<file path="src/rtl/lc3_imem_fetch_pkg.sv">
// Shared types and constants for the LC-3 instruction-memory fetch responder.
package lc3_imem_fetch_pkg;

  localparam int unsigned MAX_WAIT_STATES = 3;
  localparam int unsigned ERR_COUNT_W     = 8;
  localparam int unsigned INSTR_W         = 16;
  localparam int unsigned WAIT_CNT_W      = 2;

  typedef enum logic [1:0] {
    StIdle,
    StWait,
    StResp
  } fetch_state_e;

endpackage

</file>
<file path="src/rtl/lc3_imem_array.sv">
// Synchronous-read, single-write instruction array. Storage is never reset so
// preloaded code survives a core reset.
module lc3_imem_array
  import lc3_imem_fetch_pkg::*;
#(
  parameter int unsigned MEM_AW = 8
) (
  input  logic               clock,
  input  logic               rd_en,
  input  logic [MEM_AW-1:0]  rd_addr,
  output logic [INSTR_W-1:0] rd_data,
  input  logic               wr_en,
  input  logic [MEM_AW-1:0]  wr_addr,
  input  logic [INSTR_W-1:0] wr_data
);

  localparam int unsigned Depth = 1 << MEM_AW;

  logic [INSTR_W-1:0] mem [Depth];

  // Read and write on the same edge to the same word return the old contents.
  always_ff @(posedge clock) begin
    if (wr_en) begin
      mem[wr_addr] <= wr_data;
    end
    if (rd_en) begin
      rd_data <= mem[rd_addr];
    end
  end

endmodule

</file>
<file path="src/rtl/lc3_imem_fetch_responder.sv">
// Instruction fetch responder: accepts fetches, waits WAIT_STATES cycles, returns one word.
// Optional protocol checker enabled by defining LC3_IMEM_FETCH_PROTOCOL_CHECK_EN.
module lc3_imem_fetch_responder
  import lc3_imem_fetch_pkg::*;
#(
  parameter int unsigned WAIT_STATES = 1,
  parameter int unsigned MEM_AW      = 8
) (
  input  logic                   clock,
  input  logic                   reset,
  input  logic [INSTR_W-1:0]     npc,
  input  logic [INSTR_W-1:0]     pc,
  input  logic                   instrmem_rd,
  input  logic                   load_en,
  input  logic [MEM_AW-1:0]      load_addr,
  input  logic [INSTR_W-1:0]     load_data,
  output logic [INSTR_W-1:0]     instr_dout,
  output logic                   instr_valid,
  output logic [INSTR_W-1:0]     npc_dout,
  output logic                   busy,
  output logic                   proto_err,
  output logic [ERR_COUNT_W-1:0] err_count
);

  localparam logic [WAIT_CNT_W-1:0] WaitLoad =
      (WAIT_STATES == 0) ? '0 : WAIT_CNT_W'(WAIT_STATES - 1);

  fetch_state_e          state_q;
  logic [WAIT_CNT_W-1:0] wait_cnt_q;
  logic [INSTR_W-1:0]    npc_cap_q;
  logic [INSTR_W-1:0]    instr_hold_q;
  logic [INSTR_W-1:0]    npc_hold_q;
  logic [INSTR_W-1:0]    rd_data;
  logic                  accept;

  assign accept = instrmem_rd && ((state_q == StIdle) || (state_q == StResp));

  lc3_imem_array #(
    .MEM_AW(MEM_AW)
  ) u_array (
    .clock   (clock),
    .rd_en   (accept),
    .rd_addr (pc[MEM_AW-1:0]),
    .rd_data (rd_data),
    .wr_en   (load_en),
    .wr_addr (load_addr),
    .wr_data (load_data)
  );

  always_ff @(posedge clock or negedge reset) begin
    if (!reset) begin
      state_q      <= StIdle;
      wait_cnt_q   <= '0;
      npc_cap_q    <= '0;
      instr_hold_q <= '0;
      npc_hold_q   <= '0;
    end else begin
      unique case (state_q)
        StIdle, StResp: begin
          if (accept) begin
            state_q    <= (WAIT_STATES == 0) ? StResp : StWait;
            wait_cnt_q <= WaitLoad;
          end else begin
            state_q <= StIdle;
          end
        end
        StWait: begin
          if (wait_cnt_q == '0) begin
            state_q <= StResp;
          end else begin
            wait_cnt_q <= wait_cnt_q - 1'b1;
          end
        end
        default: state_q <= StIdle;
      endcase
      if (accept) begin
        npc_cap_q <= npc;
      end
      // Snapshot the presented response so outputs hold once RESP is left.
      if (state_q == StResp) begin
        instr_hold_q <= rd_data;
        npc_hold_q   <= npc_cap_q;
      end
    end
  end

  assign instr_valid = (state_q == StResp);
  assign busy        = (state_q == StWait);
  assign instr_dout  = instr_valid ? rd_data : instr_hold_q;
  assign npc_dout    = instr_valid ? npc_cap_q : npc_hold_q;

  // Fetch addresses wrap: bits above the array width are deliberately dropped.
  if (MEM_AW < INSTR_W) begin : g_pc_hi
    logic unused_pc_hi;
    assign unused_pc_hi = ^pc[INSTR_W-1:MEM_AW];
  end

`ifdef LC3_IMEM_FETCH_PROTOCOL_CHECK_EN
  logic                   overrun;
  logic                   npc_bad;
  logic                   proto_err_q;
  logic [ERR_COUNT_W-1:0] err_count_q;

  assign overrun = instrmem_rd && (state_q == StWait);
  assign npc_bad = accept && (npc != INSTR_W'(pc + 16'd1));

  always_ff @(posedge clock or negedge reset) begin
    if (!reset) begin
      proto_err_q <= 1'b0;
      err_count_q <= '0;
    end else if (overrun || npc_bad) begin
      proto_err_q <= 1'b1;
      if (err_count_q != '1) begin
        err_count_q <= err_count_q + 1'b1;
      end
    end
  end

  assign proto_err = proto_err_q;
  assign err_count = err_count_q;
`else
  assign proto_err = 1'b0;
  assign err_count = '0;
`endif

endmodule

</file>
<file path="config.mk">
export PLATFORM = sky130hd
export DESIGN_NAME = lc3_imem_fetch_responder
export DESIGN_NICKNAME = d
export VERILOG_FILES = /design/src/rtl/lc3_imem_fetch_pkg.sv /design/src/rtl/lc3_imem_array.sv /design/src/rtl/lc3_imem_fetch_responder.sv
export SDC_FILE = /design/constraint.sdc
export NUM_CORES = 2
export LEC_CHECK = 0
export ABC_CLOCK_PERIOD_IN_PS = 2360
export BUFFER_PORTS_ARGS = -buffer_cell sky130_fd_sc_hd__buf_2
export CAP_MARGIN = 20
export CORE_AREA = 3 3 634 573
export CTS_CLUSTER_SIZE = 10
export DETAILED_ROUTE_END_ITERATION = 10
export DIE_AREA = 0 0 637 576
export PLACE_DENSITY = 0.69
export SETUP_SLACK_MARGIN = 0.02
export SLEW_MARGIN = 20
export SYNTH_ARGS = -nofsm -noshare
export SYNTH_HDL_FRONTEND = slang
export SYNTH_SLANG_ARGS = --single-unit
</file>
<file path="constraint.sdc">
create_clock -name clock -period 2.36 [get_ports clock]
set_input_delay 0.118 -clock clock [delete_from_list [all_inputs] [get_ports clock]]
set_output_delay 0.118 -clock clock [all_outputs]
set_load 0.01 [all_outputs]
</file>
==> impl_metrics.py <==
metrics = {
    "run_status": {
        "outcome": "complete, but fails checks",
        "violations": "setup timing",
    },
    "route": {
        "vias": 85300,
        "routed_wl_um": 444000,
        "drc": 0,
        "dr.pass1.iters": 8,
        "wl_per_cell_um": 32.5,
        "drt_iter0_markers": 13000,
        "ant_nets": 0,
        "vias_per_cell": 6.23,
    },
    "floorplan": {
        "boundaryPins": 103,
        "dieArea_um2": 367000,
        "initial_core_util_pct": 45.0,
        "die_y_um": 576,
        "rows": 208,
        "die_w_um": 637,
        "core_um2": 357000,
    },
    "critical_path": {
        "cp.arrival_ns": 3.37,
        "critPathKind": "reg2reg",
        "timing.rr.start": "u_array.mem[63][4]",
        "reg2reg_to": "u_array.rd_data[4]",
        "reg2reg_depth": 8,
        "required_ns": 3.04,
        "r2r_setup_slack_ns": -0.33,
        "cp_max_fo": 1,
        "end_kind": "register",
        "crit_start": "u_array.mem[63][4]",
        "startpoint_type": "register",
    },
    "timing": {
        "slew_headroom_pct": 29.6,
        "timing.fmax_ghz": 0.372,
        "fin_skew_ns": 0.0697,
        "fin_crit_sh_pct": 114,
        "setup_viol": 37,
        "fin_setup_tns_ns": -1.39,
        "setup_ws_ns": -0.327,
        "holdWs_ns": 0.101,
        "fin_crit_ns": 2.69,
        "rsz0062_at_grt": "yes",
        "drv_slew": 0,
        "max_slew.worst_pin.slew_ns": 1.06,
        "final_hold_viol_count": 0,
    },
    "power_and_ir_drop": {
        "ir_drop_mv": 0.668,
        "power.total_mw": 156,
        "p_leak_nw": 62.1,
        "p_per_area_nw_per_um2": 819,
    },
    "worst_hold_path": {
        "worstHoldPathType": "in2reg",
        "hp-start": "load_addr[7]",
        "whs_path_depth": 5,
        "holdPathEnd": "u_array.mem[207][6]",
    },
    "clock_tree": {
        "clk_pin_slew_ns": 0.06,
        "cts_buffer_depth": 4,
        "clockRootBuffer": "clkbuf_16",
        "htree_levels": 5,
        "cts.sink_count": 4164,
        "numCtsBuffers": 461,
        "cts_tree": "done",
        "clk_latency_ns": 0.99,
    },
    "synthesis": {
        "syn-cell-area_um2": 161000,
        "yosysSeqAreaShare_pct": 77.7,
        "avgSynthCellArea_um2": 21.5,
        "synth.distinct_cells": 59,
        "dominantRegCellSynth": "edfxtp_1",
        "ys_ff_latch": 4164,
        "yosysWarnings": 0,
        "synthCells": 7475,
        "synth_edf_count": 4112,
        "async_flop_share_pct": 1.25,
    },
    "global_route": {
        "grt_pass1_wl_um": 631000,
        "antenna_found_initial": 37,
        "use_met2_pct": 36.5,
        "grt.busiest_layer": "met2",
        "use_met1_pct": 34.3,
        "first_global_vias": 84200,
        "grt_usage_pct": 23.8,
        "grt.met3_usage_pct": 5.71,
        "grt_max_degree": 115,
        "grt-ovfl-total": 0,
    },
    "place": {
        "gp_congestion": 0.960,
        "hpwlAfterDp_um": 280000,
        "port-buffer-count": 85,
        "place_inst": 13000,
    },
    "finish": {
        "multi_input_area_um2": 34500,
        "drive_gt1_share_pct": 32.8,
        "fin_nets": 8900,
        "area.sequential_um2": 125000,
        "layoutNonFillerInstCount": 13700,
        "num-fill-cells": 26300,
        "area_delta_synth_final_pct": 19.0,
    },
    "job": {
        "max_cap_violations": 0,
    },
}
placed cells by master, fill, tap and decap left out, types with 86 or more instances in the layout:
cell / Yosys / layout
a21oi_1: 125 / 120
a22oi_1: 92 / 90
buf_12: 18 / 221
buf_4: 40 / 956
clkbuf_16: 0 / 463
edfxtp_1: 4112 / 4112
mux2i_1: 442 / 440
mux4_2: 863 / 863
nand2_1: 102 / 100
nor2_1: 368 / 321
nor3_1: 146 / 116
o221ai_1: 108 / 86
o22ai_1: 171 / 161
critical path, stage by stage, from the launching register on:
cell and delay [ns]:
edfxtp_1 0.37, mux4_2 0.49, mux4_2 0.57, nand3_1 0.12, o21ai_0 0.08, buf_4 0.19, nor4_1 0.31, buf_4 0.19
nor4_2 0.04
report_power, final:
group	internal, mW	switching (mW)
Sequential	82.0	0.431
Clock	34.9	26.9
Combinational	5.46	6.68
Total	122	34.0
timing repair:
| action | CTS | global route |
|---|---|---|
| resized for setup | 267 | 87 |
| hold buffers | 78 | 0 |
| setup endpoints to repair | 49 | 48 |
| setup buffers | 18 | 15 |
| gates cloned | 4 | 0 |
| pin swaps | 54 | 58 |
| endpoints found under the hold margin | 4218 | 0 |
sequential cells by signal, summed over array words and instances, names as in the netlist:
register,flops
npc_hold_q,16
instr_hold_q,16
u_array.rd_data,16
wait_cnt_q,2
state_q,2
npc_cap_q,16
u_array.mem,4096
per-layer routing:
metal	wire [µm]	vias to the layer above
li1	-	34000
met1	171000	45000
met2	206000	5496
met3	53300	770
met4	14100	14
met5	80	-
cell usage after synthesis (3+ instances only):
master | number | area share, %
nand3_1 | 58 | 0.18
or3_1 | 6 | 0.023
nor3_1 | 146 | 0.46
nor2b_1 | 12 | 0.047
nand2_1 | 102 | 0.24
a22o_1 | 32 | 0.17
clkbuf_1 | 200 | 0.47
nand2b_1 | 5 | 0.019
mux2i_1 | 442 | 2.8
dfrtp_1 | 52 | 0.81
edfxtp_1 | 4112 | 77
nand4_1 | 22 | 0.086
buf_12 | 18 | 0.22
a221oi_1 | 55 | 0.30
a2111oi_0 | 5 | 0.027
nor4bb_1 | 3 | 0.019
nor4_1 | 37 | 0.14
nor2_1 | 368 | 0.86
a21oi_1 | 125 | 0.39
o32ai_1 | 4 | 0.022
o211ai_1 | 10 | 0.047
mux2_2 | 55 | 0.39
or4_1 | 11 | 0.051
a211oi_1 | 24 | 0.11
buf_4 | 40 | 0.19
buf_8 | 13 | 0.12
o22ai_1 | 171 | 0.67
or2_2 | 3 | 0.012
a22oi_1 | 92 | 0.43
mux4_2 | 863 | 12
o21ai_0 | 59 | 0.18
buf_1 | 43 | 0.10
o221ai_1 | 108 | 0.59
inv_1 | 8 | 0.019
buf_6 | 60 | 0.42
a31oi_1 | 4 | 0.016
buf_2 | 80 | 0.25
worst max path at each step:
stage | to
after global placement | u_array.rd_data[4]
after floorplan | u_array.rd_data[4]
after CTS | u_array.rd_data[4]
final | u_array.rd_data[4]
after detailed placement | u_array.rd_data[4]
after global routing | u_array.rd_data[4]
per-stage QoR:
stage	setup slack, ns	utilization (%)	instance area, µm²
2_1_floorplan	0.0257	-	161000
3_3_place_gp	-1.52	49.3	176000
3_5_place_dp	-1.59	49.3	176000
4_1_cts	-0.331	53.4	191000
5_1_grt	-0.488	53.5	191000
6_report	-0.327	53.5	191000
kinds of logic after synthesis:
group           share of synthesized area (%)
other cells                           0.00234
fa+ha+maj                             0.00779
simple gates                             2.21
mux                                      15.3
compound gates                           3.01
buf+inv                                  1.80
flops                                    77.7
layout make-up:
| class | count | share of cell area, % |
|---|---|---|
| Antenna cell | 17 | 0.0223 |
| Clock buffer | 524 | 6.19 |
| Clock inverter | 42 | 0.318 |
| Inverter | 9 | 0.0229 |
| Multi-Input combinational cell | 2855 | 18.1 |
| Sequential cell | 4164 | 65.3 |
| Tap cell | 4725 | 3.09 |
| Timing Repair Buffer | 1348 | 6.97 |
(Power assumes the default switching activity.)
